[src/rtl/axi_lite_pkg.sv]
// axi_lite_pkg: response codes, VERSION layout, register indices and FSM state types
// shared by the AXI-lite register file.
package axi_lite_pkg;
    localparam logic [1:0] RESP_OKAY   = 2'b00;
    localparam logic [1:0] RESP_SLVERR = 2'b10;
    localparam int VER_MAJOR_HI    = 31;
    localparam int VER_MAJOR_LO    = 28;
    localparam int VER_MINOR_HI    = 27;
    localparam int VER_MINOR_LO    = 20;
    localparam int VER_REVISION_HI = 19;
    localparam int VER_REVISION_LO = 16;
    localparam logic [3:0] VER_MAJOR    = 4'd1;
    localparam logic [7:0] VER_MINOR    = 8'd0;
    localparam logic [3:0] VER_REVISION = 4'd0;
    localparam int IDX_VERSION = 0;
    localparam int IDX_STATUS  = 1;
    typedef enum logic [1:0] {W_IDLE, W_HAVE_ADDR, W_HAVE_DATA, W_RESP} w_state_t;
    typedef enum logic {R_IDLE, R_RESP} r_state_t;
    function automatic logic [31:0] version_word();
        logic [31:0] v;
        v = '0;
        v[VER_MAJOR_HI:VER_MAJOR_LO]       = VER_MAJOR;
        v[VER_MINOR_HI:VER_MINOR_LO]       = VER_MINOR;
        v[VER_REVISION_HI:VER_REVISION_LO] = VER_REVISION;
        return v;
    endfunction
endpackage

[src/rtl/axi_lite_regfile.sv]
// axi_lite_regfile: AXI-lite slave with VERSION, W1C STATUS and NUM_REGS user registers.
// Define AXI_LITE_REGFILE_IRQ_EN to drive o_irq from a registered OR of STATUS.
module axi_lite_regfile
    import axi_lite_pkg::*;
#(
    parameter int ADDR_WIDTH = 32,
    parameter int DATA_WIDTH = 32,
    parameter int NUM_REGS   = 4
) (
    input  logic                           i_axi_clk,
    input  logic                           i_axi_rst,
    input  logic                           i_awvalid,
    input  logic [ADDR_WIDTH-1:0]          i_awaddr,
    output logic                           o_awready,
    input  logic                           i_wvalid,
    output logic                           o_wready,
    input  logic [DATA_WIDTH/8-1:0]        i_wstrb,
    input  logic [DATA_WIDTH-1:0]          i_wdata,
    output logic                           o_bvalid,
    input  logic                           i_bready,
    output logic [1:0]                     o_bresp,
    input  logic                           i_arvalid,
    output logic                           o_arready,
    input  logic [ADDR_WIDTH-1:0]          i_araddr,
    output logic                           o_rvalid,
    input  logic                           i_rready,
    output logic [1:0]                     o_rresp,
    output logic [DATA_WIDTH-1:0]          o_rdata,
    output logic [NUM_REGS*DATA_WIDTH-1:0] o_regs,
    output logic [NUM_REGS-1:0]            o_reg_wr_stb,
    input  logic [DATA_WIDTH-1:0]          i_status_set,
    output logic                           o_irq
);
    localparam int IW = ADDR_WIDTH - 2;
    localparam int SW = DATA_WIDTH / 8;
    localparam logic [IW-1:0] IDX_LIMIT = IW'(NUM_REGS + 2);

    w_state_t              w_state, w_next;
    r_state_t              r_state, r_next;
    logic [IW-1:0]         aw_idx_q, wr_idx, rd_idx;
    logic [DATA_WIDTH-1:0] wdata_q, wr_data, wr_mask, rd_val, status, st_clr;
    logic [SW-1:0]         wstrb_q, wr_strb;
    logic [DATA_WIDTH-1:0] regs [NUM_REGS];
    logic                  aw_hs, w_hs, ar_hs, commit, unused_addr_bits;

    assign o_awready = (w_state == W_IDLE) || (w_state == W_HAVE_DATA);
    assign o_wready  = (w_state == W_IDLE) || (w_state == W_HAVE_ADDR);
    assign o_bvalid  = w_state == W_RESP;
    assign o_arready = r_state == R_IDLE;
    assign o_rvalid  = r_state == R_RESP;
    assign aw_hs     = i_awvalid && o_awready;
    assign w_hs      = i_wvalid && o_wready;
    assign ar_hs     = i_arvalid && o_arready;
    // The second of the two handshakes commits; the first one is replayed from its holding register.
    assign commit    = (aw_hs || w_state == W_HAVE_ADDR) && (w_hs || w_state == W_HAVE_DATA);
    assign wr_idx    = (w_state == W_HAVE_ADDR) ? aw_idx_q : i_awaddr[ADDR_WIDTH-1:2];
    assign wr_data   = (w_state == W_HAVE_DATA) ? wdata_q : i_wdata;
    assign wr_strb   = (w_state == W_HAVE_DATA) ? wstrb_q : i_wstrb;
    assign rd_idx    = i_araddr[ADDR_WIDTH-1:2];
    assign st_clr    = (commit && wr_idx == IW'(IDX_STATUS)) ? (wr_data & wr_mask) : '0;
    assign unused_addr_bits = ^{i_awaddr[1:0], i_araddr[1:0]};

    always_comb begin
        for (int b = 0; b < SW; b++)
            wr_mask[b*8 +: 8] = {8{wr_strb[b]}};
    end

    always_comb begin
        rd_val = '0;
        if (rd_idx == IW'(IDX_VERSION)) rd_val = DATA_WIDTH'(version_word());
        if (rd_idx == IW'(IDX_STATUS)) rd_val = status;
        for (int k = 0; k < NUM_REGS; k++)
            if (rd_idx == IW'(k + 2)) rd_val = regs[k];
    end

    always_comb begin
        w_next = w_state;
        case (w_state)
            W_IDLE:      w_next = (aw_hs && w_hs) ? W_RESP : aw_hs ? W_HAVE_ADDR : w_hs ? W_HAVE_DATA : W_IDLE;
            W_HAVE_ADDR: w_next = w_hs ? W_RESP : W_HAVE_ADDR;
            W_HAVE_DATA: w_next = aw_hs ? W_RESP : W_HAVE_DATA;
            W_RESP:      w_next = i_bready ? W_IDLE : W_RESP;
            default:     w_next = W_IDLE;
        endcase
        r_next = (r_state == R_IDLE) ? (ar_hs ? R_RESP : R_IDLE) : (i_rready ? R_IDLE : R_RESP);
    end

    always_ff @(posedge i_axi_clk or negedge i_axi_rst) begin
        if (!i_axi_rst) begin
            w_state      <= W_IDLE;
            r_state      <= R_IDLE;
            aw_idx_q     <= '0;
            wdata_q      <= '0;
            wstrb_q      <= '0;
            o_bresp      <= RESP_OKAY;
            o_rresp      <= RESP_OKAY;
            o_rdata      <= '0;
            o_reg_wr_stb <= '0;
            status       <= '0;
            for (int k = 0; k < NUM_REGS; k++)
                regs[k] <= '0;
        end else begin
            w_state      <= w_next;
            r_state      <= r_next;
            o_reg_wr_stb <= '0;
            // Clear first, then OR in new events so a simultaneous set survives the W1C.
            status       <= (status & ~st_clr) | i_status_set;
            if (aw_hs)
                aw_idx_q <= i_awaddr[ADDR_WIDTH-1:2];
            if (w_hs) begin
                wdata_q <= i_wdata;
                wstrb_q <= i_wstrb;
            end
            if (commit)
                o_bresp <= (wr_idx < IDX_LIMIT) ? RESP_OKAY : RESP_SLVERR;
            for (int k = 0; k < NUM_REGS; k++)
                if (commit && wr_idx == IW'(k + 2)) begin
                    regs[k]         <= (regs[k] & ~wr_mask) | (wr_data & wr_mask);
                    o_reg_wr_stb[k] <= 1'b1;
                end
            if (ar_hs) begin
                o_rdata <= rd_val;
                o_rresp <= (rd_idx < IDX_LIMIT) ? RESP_OKAY : RESP_SLVERR;
            end
        end
    end

    for (genvar g = 0; g < NUM_REGS; g++) begin : g_regs
        assign o_regs[g*DATA_WIDTH +: DATA_WIDTH] = regs[g];
    end

`ifdef AXI_LITE_REGFILE_IRQ_EN
    logic irq_q;
    always_ff @(posedge i_axi_clk or negedge i_axi_rst) begin
        if (!i_axi_rst)
            irq_q <= 1'b0;
        else
            irq_q <= |status;
    end
    assign o_irq = irq_q;
`else
    assign o_irq = 1'b0;
`endif
endmodule

[config.mk]
export PLATFORM = sky130hd
export DESIGN_NAME = axi_lite_regfile
export DESIGN_NICKNAME = d
export VERILOG_FILES = /design/src/rtl/axi_lite_pkg.sv /design/src/rtl/axi_lite_regfile.sv
export SDC_FILE = /design/constraint.sdc
export NUM_CORES = 1
export LEC_CHECK = 0
export CORE_MARGIN = 3
export CORE_UTILIZATION = 45
export DETAILED_ROUTE_END_ITERATION = 16
export PLACE_DENSITY = 0.77
export RECOVER_POWER = 100
export SYNTH_ARGS = -nofsm -noshare
export SYNTH_HDL_FRONTEND = slang
export SYNTH_SLANG_ARGS = --single-unit
[constraint.sdc]
create_clock -name i_axi_clk -period 2.5 [get_ports i_axi_clk]
set_input_delay 0.5 -clock i_axi_clk [delete_from_list [all_inputs] [get_ports i_axi_clk]]
set_output_delay 0.5 -clock i_axi_clk [all_outputs]
set_load 0.02 [all_outputs]
; ---- Word-level counts from Yosys, hierarchy flattened
; Cells that the tools add are included.
[word_totals]
ff_bits = 269
input_bits = 139
out_inout_bits = 174
word_cells = 85
[classes]
magnitude_cmp = 2
n_eq_ne = 13
mux = 26
bitwise_logic = 14
n_reduce_logical = 16
[op_table]
columns = operator, count
row1 = $mux W32, 7
row2 = $and A32 B32 Y32, 6
row3 = $or A32 B32 Y32, 5
row4 = $eq A30 B2 Y1 const B, 4
row5 = $eq A30 B3 Y1 const B, 4
row6 = $not A32 Y32, 2
row7 = $eq A30 B1 Y1 const B, 2
row8 = $lt A30 B3 Y1 const B, 2
row9 = $logic_not A30 Y1, 1
row10 = $mux W30, 1
row11 = $mux W29, 1
row12 = $mux W2, 7
row13 = $logic_and A1 B1 Y1, 10
row14 = $mux W1, 8
row15 = $pmux W2 S4, 1
row16 = $eq A2 B2 Y1 const B, 2
row17 = $logic_or A1 B1 Y1, 4
row18 = $mux W4, 1
row19 = $eq A2 B1 Y1 const B, 1
row20 = $logic_not A2 Y1, 1
row21 = $not A1 Y1, 1

; ---- Longest topological paths before layout
[logic_depth]
word_depth = 10
ltp_mapped = 7
depth_no_buf = 5

; ---- Least setup slack after synthesis
; Ideal clock, no wire load.
[synth_timing]
path_type = input port to flip-flop
startpoint = input port i_awaddr[5]
endpoint = register (tool-made name)
setup_time_ns = 0.125
t_arrival_ns = 2.531
required_time_ns = 2.375
slack_ns = -0.156
path_stages = 5
path_buffers = 0
cell_sequence = or3_1 > nor4_4 > o221ai_4 > a2111oi_4 > mux2_4
[synth_lines]
columns = element, line_no
row1 = from (decl), axi_lite_regfile.sv:13  ; input logic [ADDR_WIDTH-1:0] i_awaddr,

==> results.yml <==
routing:
  firstDrtPassIters: 7
  wl_per_cell_um: 22.8
  routed_wl_um: 39400
  avgViaCountPerCell: 5.78
  drc: 0
  dr.first_iter.drc_count: 937
  vias: 9983
  drtAntennaViolNets: 0
synthesis:
  syn-cell-area_mm2: 0.0124
  synth_most_common_cell: "dfrtp_1"
  seq_area_frac_synth: 0.541
  yosys.area.top_type: "dfrtp_1"
  synthArstFlopShare: 1.00
  syn_inst: 970
  dominantRegCellSynth: "dfrtp_1"
  avgSynthCellArea_um2: 12.7
  synth_edf_count: 0
  synth_commonest_cells: "dfrtp_1 (267), mux2_2 (221), nor2_1 (73), nand2_1 (59)"
  synth_top_cell_area_share: 0.541
  yosysUniqueCellTypes: 48
  synth_warnings: 0
  synth_area_leaders: "dfrtp_1 (54%), mux2_2 (20%), a2111oi_4 (3.6%)"
  synth_seq_cells: 267
worst_setup_path:
  crit_type: "flop to flop"
  cp.required_ns: 2.91
  rrSetupSlack_ns: 0.02
  start_kind: "flop"
  worstPathArrival_ns: 2.90
  cp_max_fo: 8
  cp-startpoint: "aw_idx_q[3]"
  r2r_cells: 8
  reg2reg_from: "aw_idx_q[3]"
  crit_path_end_kind: "flop"
global_route:
  grt_pass1_vias: 10000
  grt-ovfl-total: 0
  track_usage: 0.250
  grt_pass1_wl_um: 57400
  grt_antenna_before_repair: 1
  grt_max_degree: 68
worst_hold_path:
  hold_class: "input pin to flop"
job:
  maxCapViolCount: 1
clocking:
  clk_latency_ns: 0.55
  clock_sinks: 267
  clockBufferDepth: 3
  tritoncts: "built"
  clock-root-buffer: "clkbuf_16"
  cts_buffers: 29
  htreeDepth: 1
  clkTransAtPathRegs_ns: 0.06
timing:
  rsz0062_at_grt: "true"
  holdWs_ns: 0.229
  finalCriticalPeriod_ns: 2.48
  hold_violations: 0
  fmax_mhz: 403
  clock_skew_ns: 0.0273
  period_share: 0.993
  slew_violations: 65
  worst_pin_slew_ns: 1.80
  final.setup.worst_slack_ns: 0.0177
  finalSetupViolations: 0
  relSlewSlack: -0.200
status:
  violations: "capacitance limit, slew limit"
  status: "complete, but fails checks"
finish:
  postLayoutCellArea_mm2: 0.0182
  multi_input_area_mm2: 0.00569
  nets: 1504
  layout-drive-gt1-share: 0.316
  areaGrowthSynthToFinish_pct: 47.1
  regArea_mm2: 0.00668
  fillers: 1908
placed_design:
  routabilityCongestion: 0.839
  place_ws_ns: -0.574
  dpl-instance-area_mm2: 0.0166
  io_buffers: 305
  dp_hpwl_um: 26300
floorplan:
  start_util: 0.458
  rows: 60
  placeableCoreArea_mm2: 0.0270
  die_h_um: 172
  die_area_mm2: 0.0295
  fp.dieW_um: 172
  ios: 313
pwr:
  power_uw: 12400
  ir_worst_vdd_uv: 598
  power_density_mw_per_mm2: 682
  p_leak_uw: 0.00777
## critical path, cell delays in order, from the launching register on
cell	delay [ns]
dfrtp_1	0.39
or3_4	0.41
nor4_4	0.15
buf_6	0.17
o211ai_1	0.14
clkbuf_16	0.21
a2111oi_4	0.33
buf_6	0.23
mux2_4	0.32
## layout by cell type, fill, tap and decap left out, types with 5 or more instances in the layout
cell / n
clkdlybuf4s50_1: 292
dfrtp_1: 265
mux2_2: 190
nor2_1: 70
buf_4: 64
nand2_1: 57
mux2_4: 39
inv_1: 38
a31oi_1: 33
clkbuf_16: 33
o22ai_1: 31
a22oi_1: 31
o31a_1: 31
o31ai_1: 27
a2111oi_4: 20
buf_12: 19
buf_6: 12
nor4_1: 11
clkbuf_1: 9
dlymetal6s2s_1: 9
o21ai_0: 6
clkbuf_8: 6
o31ai_2: 5
buf_8: 5
## cells by family (layout without fill, tap and decap cells)
| family | after synthesis | after routing | synth area share |
|---|---|---|---|
| other cells | 1 | 4 | 0.000304 |
| flops | 267 | 267 | 0.541 |
| buf+inv | 91 | 504 | 0.0296 |
| simple gates | 181 | 181 | 0.0696 |
| compound gates | 196 | 197 | 0.144 |
| mux | 234 | 234 | 0.215 |
## where the power goes
part	internal (uW)	switching, uW
registers	4890	315
clock network	2620	1740
logic	1400	1430
total	8910	3480
## layer usage
layer  global-route usage  routed length [um]  up-vias
li1                     -                   -     4413
met1                0.332               16100     5020
met2                0.425               19400      468
met3               0.0434                2900       82
met4               0.0703                1080        0
met5                    0                   0        -
## area by class of cell
type,instances,share of cell area
Antenna cell,1,0.000138
Timing Repair Buffer,414,0.235
Sequential cell,267,0.368
Multi-Input combinational cell,615,0.313
Clock buffer,43,0.0461
Tap cell,341,0.0235
Clock inverter,9,0.00709
Inverter,38,0.00785
## stage by stage
stage               TNS, ns  instances   util
CTS                       0       1704  0.653
detailed placement   -94.42       1650  0.614
global route          -1.10       1728  0.674
floorplan            -0.637        972      -
global placement     -91.49       1650  0.614
finish                    0       1728  0.674
## worst min path at each step
stage | depth (start not counted) | startpoint | to
after floorplan | 0 | i_axi_rst | asynchronous set/reset pin
after global placement | 2 | o_rdata[28] | o_rdata[28]
after detailed placement | 2 | o_rdata[28] | o_rdata[28]
after CTS | 2 | o_rdata[28] | o_rdata[28]
after global routing | 2 | i_awaddr[28] | aw_idx_q[26]
final | 2 | i_awaddr[7] | aw_idx_q[5]
## timing repair
item	4_1_cts	5_1_grt
pin swaps	1	15
endpoints found under the hold margin	62	0
resized for setup	10	77
gates cloned	1	4
endpoints found under the setup margin	107	183
hold buffers	1	0
buffers inserted	0	19
Note: power is estimated with default switching activity, not from simulation.
